<file path="config.mk">
export PLATFORM = sky130hd
export DESIGN_NAME = mem_stage_flat
export DESIGN_NICKNAME = d
export VERILOG_FILES = /design/src/rtl/mem_stage_if.sv /design/src/rtl/mem_stage.sv /design/src/flat_wrapper.sv
export SDC_FILE = /design/constraint.sdc
export NUM_CORES = 1
export LEC_CHECK = 0
export ABC_AREA = 1
export CORE_AREA = 2 2 168 170
export DETAILED_ROUTE_END_ITERATION = 12
export DIE_AREA = 0 0 170 172
export PLACE_DENSITY = 0.77
export SLEW_MARGIN = 10
export SYNTH_ARGS = -nofsm -noshare
export SYNTH_HDL_FRONTEND = slang
export SYNTH_SLANG_ARGS = --single-unit
</file>
<file path="constraint.sdc">
create_clock -name clk -period 2 [get_ports clk]
set_input_delay 0.3 -clock clk [delete_from_list [all_inputs] [get_ports clk]]
set_output_delay 0.3 -clock clk [all_outputs]
set_load 0.1 [all_outputs]
</file>
<file path="src/rtl/mem_stage_if.sv">
// EX/MEM/WB/ID bus bundle for the MEM stage: EX-side inputs, stall vector, SRAM read data, and MEM outputs.
// The master side drives EX, stall and SRAM signals; the slave side (mem_stage) drives the result buses.
interface mem_stage_if #(
    parameter int EX_TO_MEM_WD = 146,
    parameter int MEM_TO_WB_WD = 136,
    parameter int MEM_TO_ID_WD = 104,
    parameter int STALL_W      = 6
);
    logic [STALL_W-1:0]      stall;
    logic [EX_TO_MEM_WD-1:0] ex_to_mem_bus;
    logic [31:0]             data_sram_rdata;
    logic [MEM_TO_WB_WD-1:0] mem_to_wb_bus;
    logic [MEM_TO_ID_WD-1:0] mem_to_id_bus;
    logic                    mem_addr_err;

    modport master (
        output stall, ex_to_mem_bus, data_sram_rdata,
        input  mem_to_wb_bus, mem_to_id_bus, mem_addr_err
    );

    modport slave (
        input  stall, ex_to_mem_bus, data_sram_rdata,
        output mem_to_wb_bus, mem_to_id_bus, mem_addr_err
    );
endinterface

</file>
<file path="src/rtl/mem_stage.sv">
// MEM stage: registers the EX->MEM bus (1 cycle), picks ALU result or extended load data for write-back.
// Stall[3] holds MEM, stall[3]&!stall[4] injects a bubble; SRAM read data is buffered while WB stalls.
module mem_stage (
    input  logic         clk,
    input  logic         rst,
    mem_stage_if.slave   mem_if
);
    typedef struct packed {
        logic [3:0]  readen;
        logic        hi_we;
        logic        lo_we;
        logic [31:0] hi;
        logic [31:0] lo;
        logic [31:0] pc;
        logic        ram_en;
        logic [3:0]  ram_wen;
        logic        sel_rf_res;
        logic        rf_we;
        logic [4:0]  rf_waddr;
        logic [31:0] ex_result;
    } ex_mem_t;

    localparam logic [3:0] RD_LW  = 4'b1111;
    localparam logic [3:0] RD_LB  = 4'b0001;
    localparam logic [3:0] RD_LBU = 4'b0010;
    localparam logic [3:0] RD_LH  = 4'b0011;
    localparam logic [3:0] RD_LHU = 4'b0100;

    ex_mem_t     r_bus;
    logic        r_hold_valid;
    logic [31:0] r_hold_data;

    logic        w_is_load;
    logic [1:0]  w_addr;
    logic [31:0] w_load_src;
    logic [7:0]  w_byte;
    logic [15:0] w_half;
    logic [31:0] w_load_data;
    logic [31:0] w_rf_wdata;
    logic        w_addr_err;
    logic        w_unused;

    assign w_unused = &{1'b0, mem_if.stall[5], mem_if.stall[2:0]};

    always_ff @(posedge clk) begin
        if (rst) begin
            r_bus <= '0;
        end else if (mem_if.stall[3] && !mem_if.stall[4]) begin
            r_bus <= '0;
        end else if (!mem_if.stall[3]) begin
            r_bus <= ex_mem_t'(mem_if.ex_to_mem_bus);
        end
    end

    // Any cycle WB advances, the buffered word has been consumed (this includes bubble cycles).
    always_ff @(posedge clk) begin
        if (rst) begin
            r_hold_valid <= 1'b0;
            r_hold_data  <= '0;
        end else if (!mem_if.stall[4]) begin
            r_hold_valid <= 1'b0;
        end else if (w_is_load && !r_hold_valid) begin
            r_hold_valid <= 1'b1;
            r_hold_data  <= mem_if.data_sram_rdata;
        end
    end

    always_comb begin
        w_is_load = r_bus.ram_en && (r_bus.ram_wen == 4'b0000) &&
                    (r_bus.readen inside {RD_LW, RD_LB, RD_LBU, RD_LH, RD_LHU});
        w_addr     = r_bus.ex_result[1:0];
        w_load_src = r_hold_valid ? r_hold_data : mem_if.data_sram_rdata;

        w_byte = w_load_src[7:0];
        case (w_addr)
            2'd1:    w_byte = w_load_src[15:8];
            2'd2:    w_byte = w_load_src[23:16];
            2'd3:    w_byte = w_load_src[31:24];
            default: w_byte = w_load_src[7:0];
        endcase
        w_half = w_addr[1] ? w_load_src[31:16] : w_load_src[15:0];

        w_load_data = w_load_src;
        case (r_bus.readen)
            RD_LB:   w_load_data = {{24{w_byte[7]}}, w_byte};
            RD_LBU:  w_load_data = {24'h0, w_byte};
            RD_LH:   w_load_data = {{16{w_half[15]}}, w_half};
            RD_LHU:  w_load_data = {16'h0, w_half};
            default: w_load_data = w_load_src;
        endcase

        w_rf_wdata = r_bus.sel_rf_res ? w_load_data : r_bus.ex_result;

        w_addr_err = 1'b0;
        if (w_is_load) begin
            if (r_bus.readen == RD_LW)
                w_addr_err = (w_addr != 2'b00);
            else if (r_bus.readen == RD_LH || r_bus.readen == RD_LHU)
                w_addr_err = w_addr[0];
        end
    end

    assign mem_if.mem_to_wb_bus = {r_bus.hi_we, r_bus.lo_we, r_bus.hi, r_bus.lo, r_bus.pc,
                                   r_bus.rf_we, r_bus.rf_waddr, w_rf_wdata};
    assign mem_if.mem_to_id_bus = {r_bus.hi_we, r_bus.lo_we, r_bus.hi, r_bus.lo,
                                   r_bus.rf_we, r_bus.rf_waddr, w_rf_wdata};
    assign mem_if.mem_addr_err  = w_addr_err;
endmodule

</file>
<file path="src/flat_wrapper.sv">
// flat-port wrapper written by rule: the top's interface ports become plain ports
module mem_stage_flat 
  (clk, rst, mem_if_stall, mem_if_ex_to_mem_bus, mem_if_data_sram_rdata, mem_if_mem_to_wb_bus, mem_if_mem_to_id_bus, mem_if_mem_addr_err);
  mem_stage_if mem_if_i ();
  input  logic clk;
  input  logic rst;
  input wire logic [$bits(mem_if_i.stall)-1:0] mem_if_stall;
  input wire logic [$bits(mem_if_i.ex_to_mem_bus)-1:0] mem_if_ex_to_mem_bus;
  input wire logic [$bits(mem_if_i.data_sram_rdata)-1:0] mem_if_data_sram_rdata;
  output wire logic [$bits(mem_if_i.mem_to_wb_bus)-1:0] mem_if_mem_to_wb_bus;
  output wire logic [$bits(mem_if_i.mem_to_id_bus)-1:0] mem_if_mem_to_id_bus;
  output wire logic [$bits(mem_if_i.mem_addr_err)-1:0] mem_if_mem_addr_err;
  assign mem_if_i.stall = mem_if_stall;
  assign mem_if_i.ex_to_mem_bus = mem_if_ex_to_mem_bus;
  assign mem_if_i.data_sram_rdata = mem_if_data_sram_rdata;
  assign mem_if_mem_to_wb_bus = mem_if_i.mem_to_wb_bus;
  assign mem_if_mem_to_id_bus = mem_if_i.mem_to_id_bus;
  assign mem_if_mem_addr_err = mem_if_i.mem_addr_err;
  mem_stage u_core (.clk(clk), .rst(rst), .mem_if(mem_if_i));
endmodule
</file>
Word-level counts from Yosys, hierarchy flattened
Cells that the tools add are included.
{"block": "classes", "n_eq_ne": 8, "n_mux": 8, "bitwise": 1, "reduce_logical": 13}
{"operator": "32-bit one-hot mux with 4 select lines", "n": 1}
{"operator": "32-bit 2-to-1 mux", "n": 2}
{"operator": "8-bit one-hot mux with 3 select lines", "n": 1}
{"operator": "16-bit 2-to-1 mux", "n": 1}
{"operator": "4-bit by 2-bit equality test with 1-bit output, second input constant", "n": 2}
{"operator": "5-bit nonzero test", "n": 1}
{"operator": "2-bit equality test, second input constant", "n": 2}
{"operator": "4-bit by 1-bit equality test with 1-bit output, second input constant", "n": 1}
{"operator": "4-bit by 3-bit equality test with 1-bit output, second input constant", "n": 1}
{"operator": "4-bit equality test, second input constant", "n": 1}
{"operator": "1-bit logical AND", "n": 4}
{"operator": "4-bit zero test", "n": 1}
{"operator": "2-bit OR reduction", "n": 2}
{"operator": "1-bit 2-to-1 mux", "n": 3}
{"operator": "2-bit by 1-bit equality test with 1-bit output, second input constant", "n": 1}
{"operator": "1-bit zero test", "n": 2}
{"operator": "2-bit AND reduction", "n": 1}
{"operator": "2-bit nonzero test", "n": 1}
{"operator": "1-bit logical OR", "n": 1}
{"operator": "1-bit inverter", "n": 1}
{"block": "word_totals", "ff_bits": 179, "inputBits": 186, "output_inout_bits": 241, "elab_cells": 44}

Longest topological paths before layout
Gate-level depths: netlist of the first run.
{"block": "logic_depth", "ltp_word": 5, "mapped_depth": 13, "depth_no_buf": 11}

Worst setup path after synthesis of the first run
OpenSTA, ideal clock, no wires.
{"block": "synth_path", "path_type": "reg2out", "startpoint": "reg u_core.r_bus[142] (netlist name)", "endpoint": "out mem_if_mem_addr_err", "arrival_time_ps": 3273, "required_time_ps": 1700, "setup_slack_ps": -1573, "path_stages_with_launch": 8, "path_buffers": 2, "cell_sequence": "dfxtp_1 > nor2_1 > nand3_1 > buf_4 > nand2_4 > buf_4 > nand2_1 > a211oi_1"}
{"block": "synth_between", "elab_chain_cells": 5, "elab_cells_between_ends": 11, "classes_between": "eq/ne (5); mux (3); reduce/logical (3)"}
{"element": "from (decl)", "line_no": "mem_stage.sv:29", "text": "ex_mem_t r_bus;"}
{"element": "from (signal assigned)", "line_no": "mem_stage.sv:51", "text": "r_bus <= ex_mem_t'(mem_if.ex_to_mem_bus);"}
{"element": "4-bit by 2-bit equality test with 1-bit output or 4-bit by 3-bit equality test with 1-bit output (tied branches)", "line_no": "mem_stage.sv:70, mem_stage.sv:98"}
{"element": "1-bit logical OR", "line_no": "mem_stage.sv:98", "text": "else if (r_bus.readen == RD_LH || r_bus.readen == RD_LHU)"}
{"element": "1-bit 2-to-1 mux", "line_no": "mem_stage.sv:98"}
{"element": "1-bit 2-to-1 mux", "line_no": "mem_stage.sv:96", "text": "if (r_bus.readen == RD_LW)"}
{"element": "1-bit 2-to-1 mux *", "line_no": "mem_stage.sv:95", "text": "if (w_is_load) begin"}
{"element": "to (decl)", "line_no": "flat_wrapper.sv:12", "text": "output wire logic [$bits(mem_if_i.mem_addr_err)-1:0] mem_if_mem_addr_err;"}
Mark *: on every way between the ends. The rest lies on a longest branch, timed or not.

Worst setup path after layout of the first run
{"block": "layout_path", "startpoint": "reg u_core.r_hold_valid", "endpoint": "out mem_if_mem_to_wb_bus[27]"}
{"block": "layout_between", "elab_chain_cells": 4, "elab_cells_between_ends": 5, "classes_between": "mux (5)"}
{"element": "from (decl)", "line_no": "mem_stage.sv:30", "text": "logic r_hold_valid;"}
{"element": "from (signal assigned)", "line_no": "mem_stage.sv:58", "text": "r_hold_valid <= 1'b0;"}
{"element": "from (signal assigned)", "line_no": "mem_stage.sv:61", "text": "r_hold_valid <= 1'b0;"}
{"element": "from (signal assigned)", "line_no": "mem_stage.sv:63", "text": "r_hold_valid <= 1'b1;"}
{"element": "32-bit 2-to-1 mux *", "line_no": "mem_stage.sv:72", "text": "w_load_src = r_hold_valid ? r_hold_data : mem_if.data_sram_rdata;"}
{"element": "8-bit one-hot mux with 3 select lines or 16-bit 2-to-1 mux (tied branches)", "line_no": "mem_stage.sv:75, mem_stage.sv:81"}
{"element": "32-bit one-hot mux with 4 select lines *", "line_no": "mem_stage.sv:84", "text": "case (r_bus.readen)"}
{"element": "32-bit 2-to-1 mux *", "line_no": "mem_stage.sv:92", "text": "w_rf_wdata = r_bus.sel_rf_res ? w_load_data : r_bus.ex_result;"}
{"element": "to (decl)", "line_no": "flat_wrapper.sv:10", "text": "output wire logic [$bits(mem_if_i.mem_to_wb_bus)-1:0] mem_if_mem_to_wb_bus;"}
Marks and branches as above.

==> flow_metrics.tcl, run 1 <==
set metrics [dict create \
    status "finished with violations" \
    violations "setup timing" \
    fillers 2415 \
    slew_violations 0 \
    drive_gt1_share_pct 38.61 \
    cts_tree "built" \
    wl_um 33850 \
    die_x_um 170 \
    routed-via-count 9437 \
    finish.utilization_pct 57.18 \
    layout_setup_ws_ns -0.4359 \
    die_area_um2 29240 \
    rsz0062_at_grt "true" \
    grt_overflow_total 0 \
    worstSetupEndpointType "output port" \
    finalSetupViolCount 65 \
    detailed_place_hpwl_um 25960 \
    ant_nets 0 \
    clockBufferDepth 2 \
    cts_buffers 17 \
    post_drt_wl_per_cell_um 16.56 \
    critical_path_class "flip-flop to output port" \
    synth_top_cell_by_area "dfxtp_1" \
    first_iter_violations 587 \
    drtPass1Iterations 7 \
    antenna_found_initial 5 \
    synthDistinctLibCells 27 \
    track_usage_pct 22.00 \
    cts_sinks 179 \
    grt_max_degree 58 \
    crit_path_start_kind "flip-flop" \
    cts_root_buf "clkbuf_16" \
    clk_pin_slew_ns 0.08 \
    placed_area_um2 14590 \
    htreeDepth 4 \
    required_ns 1.70 \
    core_region_area_um2 27480 \
    final_nets 1867 \
    ys_ff_latch 179 \
    power.leakage_nw 7.999 \
    holdWs_ns 0.3736 \
    place_congestion 0.8924 \
    first_global_vias 8968 \
    slew_headroom_pct 73.20 \
    drc_errors 0 \
    area_delta_synth_final_pct 48.39 \
    grt_pass1_wl_um 49110 \
    cp.arrival_ns 2.14 \
    synthCells 1442 \
    yosys_warnings 0 \
    syn_nets 1628 \
    fin_setup_tns_ns -25.42 \
    synth_area_leaders "dfxtp_1, mux2_2, buf_4" \
    design_area_um2 15710 \
    fmax_ghz 0.4105 \
    avgSynthCellArea_um2 7.342 \
    hold_viol 0 \
    place.port_buffers 422 \
    viasPerCell 4.617 \
    rows 61 \
    path_max_fanout 8 \
    yosysSeqAreaShare_pct 33.85 \
    ios 427 \
    cts_hold_buf 0 \
    hold_path.class "input port to flip-flop" \
    initial_core_util_pct 38.53 \
    cap_violations 0 \
    syn_area_um2 10590 \
    yosysTopAreaCellShare_pct 33.85 \
    peakVddDrop_mv 0.5445 \
    worst-slew-pin-transition_ns 0.4020 \
    finalWorstPathRequiredPeriod_ns 2.436 \
    finClkSkew_ns 0.01374 \
    powerDensity_nw_per_um2 814.1 \
    insertion_delay_ns 0.44 \
    chipHeight_um 172 \
    final.period_utilization_pct 121.8 \
]
power by group:
group / switching [mW] / internal [mW] / leakage [nW] / total [mW]
Clock: 1.57 / 1.74 / 0.277 / 3.30
Combinational: 3.81 / 1.77 / 6.25 / 5.58
Sequential: 0.146 / 3.76 / 1.47 / 3.91
layout make-up:
type	count	area, µm²	area share (%)
Antenna cell	4	10.01	0.06371
Clock buffer	18	429.2	2.732
Clock inverter	14	127.6	0.8123
Inverter	258	1041	6.626
Multi-Input combinational cell	731	4837	30.79
Sequential cell	179	3598	22.90
Tap cell	346	432.9	2.755
Timing Repair Buffer	493	5219	33.22
Timing Repair inverter	1	16.27	0.1035
flip-flops by register name (all words and copies together) (netlist names):
| name | cells |
|---|---|
| u_core.r_hold_valid | 1 |
| u_core.mem_if.mem_to_id_bus | 72 |
| u_core.mem_if.mem_to_wb_bus | 32 |
| u_core.r_bus | 42 |
| u_core.r_hold_data | 32 |
cell families after synthesis:
family          count (synthesis)  share of synthesized area [%]
buf+inv                       532                          26.92
flops                         179                          33.85
simple gates                  479                          18.60
compound gates                106                          5.105
mux                           146                          15.53
worst paths after layout:
path | startpoint | slack (ns) | endpoint | cells past startpoint
min | mem_if_stall[3] | 0.37 | u_core.r_bus[31] | 4
max reg2reg | u_core.r_bus[40] | 0.29 | u_core.r_hold_data[19] | 8
max | u_core.r_hold_valid | -0.44 | mem_if_mem_to_wb_bus[27] | 10
min reg2reg | u_core.r_hold_data[0] | 0.46 | u_core.r_hold_data[0] | 2
layer usage:
| metal | GRT usage, % | share of wire, % | routed length, µm | up-vias |
|---|---|---|---|---|
| met5 | 0 | 0.032 | 11 | - |
| met4 | 8.621 | 2.9 | 978 | 2 |
| met3 | 5.997 | 7.1 | 2415 | 56 |
| met2 | 39.29 | 52 | 17530 | 363 |
| met1 | 24.98 | 38 | 12920 | 4364 |
| li1 | - | - | - | 4652 |
what timing repair did:
action / 4_1_cts / 5_1_grt
buffers inserted: 4 / 6
gates resized for setup: 76 / 33
setup endpoints to repair: 65 / 65
gates cloned: 2 / 0
pin swaps: 22 / 26
synthesized netlist by cell type, drive strengths merged:
cell type,count
nand2,332
mux2,146
clkbuf,20
nor3,1
a22oi,1
a21oi,37
or2,17
nor2,66
dfxtp,179
o21ai,65
o21a,1
nand3,58
nor2b,1
a211oi,2
inv,258
buf,254
nand4,4
critical path, stage by stage (launching register included):
cell and delay, ns:
dfxtp_4 0.46, buf_6 0.15, nand2_2 0.07, o21ai_4 0.08
nand2_2 0.10, nand3_4 0.17, buf_12 0.15, nand3_1 0.09
nand2_2 0.09, clkinvlp_4 0.13, buf_12 0.19
placed cells by master, fill, tap and decap left out, types with 14 or more instances in the layout:
cell,instances
nand2_1,289
inv_1,239
buf_4,222
clkdlybuf4s50_1,180
dfxtp_1,171
mux2_2,146
buf_12,81
nor2_1,62
nand3_1,40
nand2_2,38
o21ai_0,24
or2_2,17
clkinvlp_4,17
clkbuf_16,17
o21ai_1,16
nand3_2,15
a21oi_4,15
o21ai_4,14
stage by stage:
step,instances,power [mW],setup slack [ns]
floorplan,1442,8.255,-0.2688
global placement,1996,9.402,-0.3260
detailed placement,1996,9.451,-0.3022
CTS,2034,12.83,-0.4586
global route,2043,13.22,-0.5734
finish,2044,12.79,-0.4359
(Power assumes the default switching activity.)
==> inputs of run 2 (changes only) <==
Settings changed: ABC_AREA 1 to not set, CORE_AREA 2 2 168 170 to 2 2 166 168, DIE_AREA 0 0 170 172 to 0 0 168 170, MAX_ROUTING_LAYER set to met4, PLACE_DENSITY 0.77 to 0.74.
==> flow_metrics.tcl, run 2 <==
set metrics [dict create \
    area_delta_synth_final_pct 60.41 \
    required_ns 1.70 \
    syn_area_um2 9565 \
    slew_violations 0 \
    largest_reg_flops 72 \
    worstSetupEndpointType "output port" \
    startpoint "u_core.r_hold_valid" \
    yosysSeqAreaShare_pct 37.46 \
    die_area_um2 28560 \
    detailed_place_hpwl_um 24440 \
    cts_buffers 17 \
    powerDensity_nw_per_um2 774.5 \
    core_region_area_um2 26650 \
    htreeDepth 4 \
    insertion_delay_ns 0.43 \
    synthDistinctLibCells 43 \
    hold_path.class "input port to flip-flop" \
    ant_nets 0 \
    path_delay_family "multiplexers" \
    grt_pass1_wl_um 49710 \
    finClkSkew_ns 0.008940 \
    pre_cts_ws_ns -0.7477 \
    cp.buffers_inverters 3 \
    synthArstFlopShare_pct 0 \
    track_usage_pct 23.24 \
    endpoint "mem_if_mem_to_wb_bus[27]" \
    status "finished with violations" \
    fmax_ghz 0.3557 \
    synth.top_cells.by_count "nor2_1, buf_4, mux2i_1, dfxtp_1, clkbuf_1" \
    power.leakage_nw 6.581 \
    r2r_end "u_core.r_hold_data[16]" \
    layout_setup_ws_ns -0.8112 \
    critical_path_class "flip-flop to output port" \
    cts_sinks 179 \
    drc_errors 0 \
    total_power_mw 11.88 \
    ys.flop_type "dfxtp_1" \
    wl_um 33060 \
    synth-edff-count 0 \
    syn_nets 1239 \
    crit_path_start_kind "flip-flop" \
    first_global_vias 8454 \
    clk_pin_slew_ns 0.08 \
    chipHeight_um 170 \
    final_nets 1538 \
    seqCellArea_um2 3600 \
    ios 427 \
    routed-via-count 8269 \
    layout_commonest_cell "buf_4" \
    place.port_buffers 422 \
    peakVddDrop_mv 0.5972 \
    grt_overflow_total 0 \
    r2r_slack_ns -0.30 \
    slew_headroom_pct 70.44 \
    yosysMostFrequentCell "nor2_1" \
    ys_ff_latch 179 \
    cp_slowest_stage_delay_ns 0.49 \
    r2r_start "u_core.r_bus[142]" \
    cap_violations 0 \
    first_iter_violations 403 \
    violations "setup timing" \
    finalWorstPathRequiredPeriod_ns 2.811 \
    drtPass1Iterations 5 \
    cp_slowest_cell "mux4_2" \
    cp_cell_sequence "mux4_2, mux2_4, a221oi_4, buf_12, buf_12, a21oi_4, buf_12" \
    synth_top_cell_by_area "dfxtp_1" \
    yosys_warnings 0 \
    finalSetupViolCount 97 \
    rsz0062_at_grt "true" \
    final.period_utilization_pct 140.6 \
    cts_tree "built" \
    final_cell_mix "buf_4, nor2_1, mux2i_1" \
    synth_area_leaders "dfxtp_1, mux2i_1, buf_4" \
    avgSynthCellArea_um2 9.084 \
    antenna_found_initial 2 \
    crit_top_cell "buf_12" \
    placed_cells 1643 \
    grt_max_degree 58 \
    multiInputGateArea_um2 4912 \
    hold_start "mem_if_stall[3]" \
    fillers 2201 \
    die_x_um 168 \
    r2r_cells 10 \
    initial_core_util_pct 35.89 \
    yosysTopAreaCellShare_pct 37.46 \
    rows 60 \
    place_congestion 0.8307 \
    cp.arrival_ns 2.51 \
    worst-slew-pin-transition_ns 0.4425 \
    viasPerCell 4.841 \
    cts_root_buf "clkbuf_16" \
    synthCells 1053 \
    cts_hold_buf 0 \
    final_cells 1708 \
    post_drt_wl_per_cell_um 19.35 \
    path_max_fanout 8 \
    worstSetupPathDepth 7 \
    hold_viol 0 \
    clockBufferDepth 2 \
    drive_gt1_share_pct 40.22 \
]
-- run 2: cell types whose count changed after synthesis, sizes merged, moves of 57 or more --
cell	before	now
mux2i	0	189
nor2	66	220
inv	258	4
nand2	332	28
nand3	58	1
mux2	146	28
-- run 2: how the worst min path moves through the flow --
| stage | to | slack (ns) | cells after the start |
|---|---|---|---|
| global route | u_core.mem_if.mem_to_id_bus[71] | 0.28 | 3 |
| CTS | u_core.mem_if.mem_to_id_bus[36] | 0.28 | 3 |
| detailed placement | u_core.r_hold_data[24] | 0.48 | 2 |
| global placement | u_core.r_hold_data[24] | 0.47 | 2 |
| finish | u_core.mem_if.mem_to_id_bus[71] | 0.28 | 3 |
| floorplan | u_core.mem_if.mem_to_id_bus[100] | 0.44 | 2 |
-- run 2: worst reg2reg max path, cell delays in order, from the launching register on --
cell and delay, ns:
dfxtp_4 0.36, or3b_4 0.39, buf_6 0.14, a21o_1 0.18
buf_6 0.12, a2111oi_4 0.29, buf_6 0.16, buf_12 0.13
buf_16 0.15, mux2i_1 0.19, nor2_1 0.05
-- run 2: per-layer routing --
| layer | global-route usage [%] | routed length, µm | vias up | share of wire, % |
|---|---|---|---|---|
| li1 | - | - | 3942 | - |
| met2 | 41.48 | 16940 | 348 | 51 |
| met3 | 5.791 | 2476 | 41 | 7.5 |
| met5 | - | 0 | - | 0 |
| met4 | 6.654 | 679 | 0 | 2.1 |
| met1 | 25.74 | 12960 | 3938 | 39 |
-- run 2: layout make-up --
class                   count  share of cell area [%]
inverters                   4                 0.09786
multi-input cells         597                   32.01
clock inverters            15                   1.068
well taps                 341                   2.781
repair buffers            553                   37.77
clock buffers              17                   2.773
diodes                      2                 0.03262
flip-flops and latches    179                   23.46
-- run 2: through the flow --
stage	TNS [ns]	hold WS, ns	utilization [%]	instance area (µm²)
final	-54.99	0.2831	57.57	15340
after global routing	-63.17	0.2847	57.57	15340
after CTS	-56.63	0.2849	57.38	15290
after detailed placement	-43.04	0.4806	52.44	13970
after global placement	-41.79	0.4674	52.44	13970
after floorplan	-37.78	0.4439	-	10380
-- run 2: logic make-up (layout without fill, tap and decap cells) --
logic type,Yosys count,in the layout,synth area share (%)
buffers and inverters,277,589,19.45
other,0,2,0
AOI/OAI and AO/OA,92,92,6.122
muxes,226,226,25.19
and+or+nand+nor,278,278,11.68
DFF,179,179,37.46
xor gates and xnor gates,1,1,0.09158
-- run 2: what timing repair did --
item / CTS / global route
buffers inserted: 27 / 6
resized for setup: 99 / 26
setup endpoints to repair: 97 / 98
pin swaps: 41 / 25
cloned: 6 / 0
endpoints found under the hold margin: 0 / 0
-- run 2: power by group --
group          switching [mW]  total, mW  leakage, nW  internal [mW]
Combinational            3.11       4.65         4.83           1.55
Sequential              0.124       3.84         1.47           3.71
Clock                    1.72       3.40        0.288           1.68
Total                    4.95       11.9         6.58           6.94
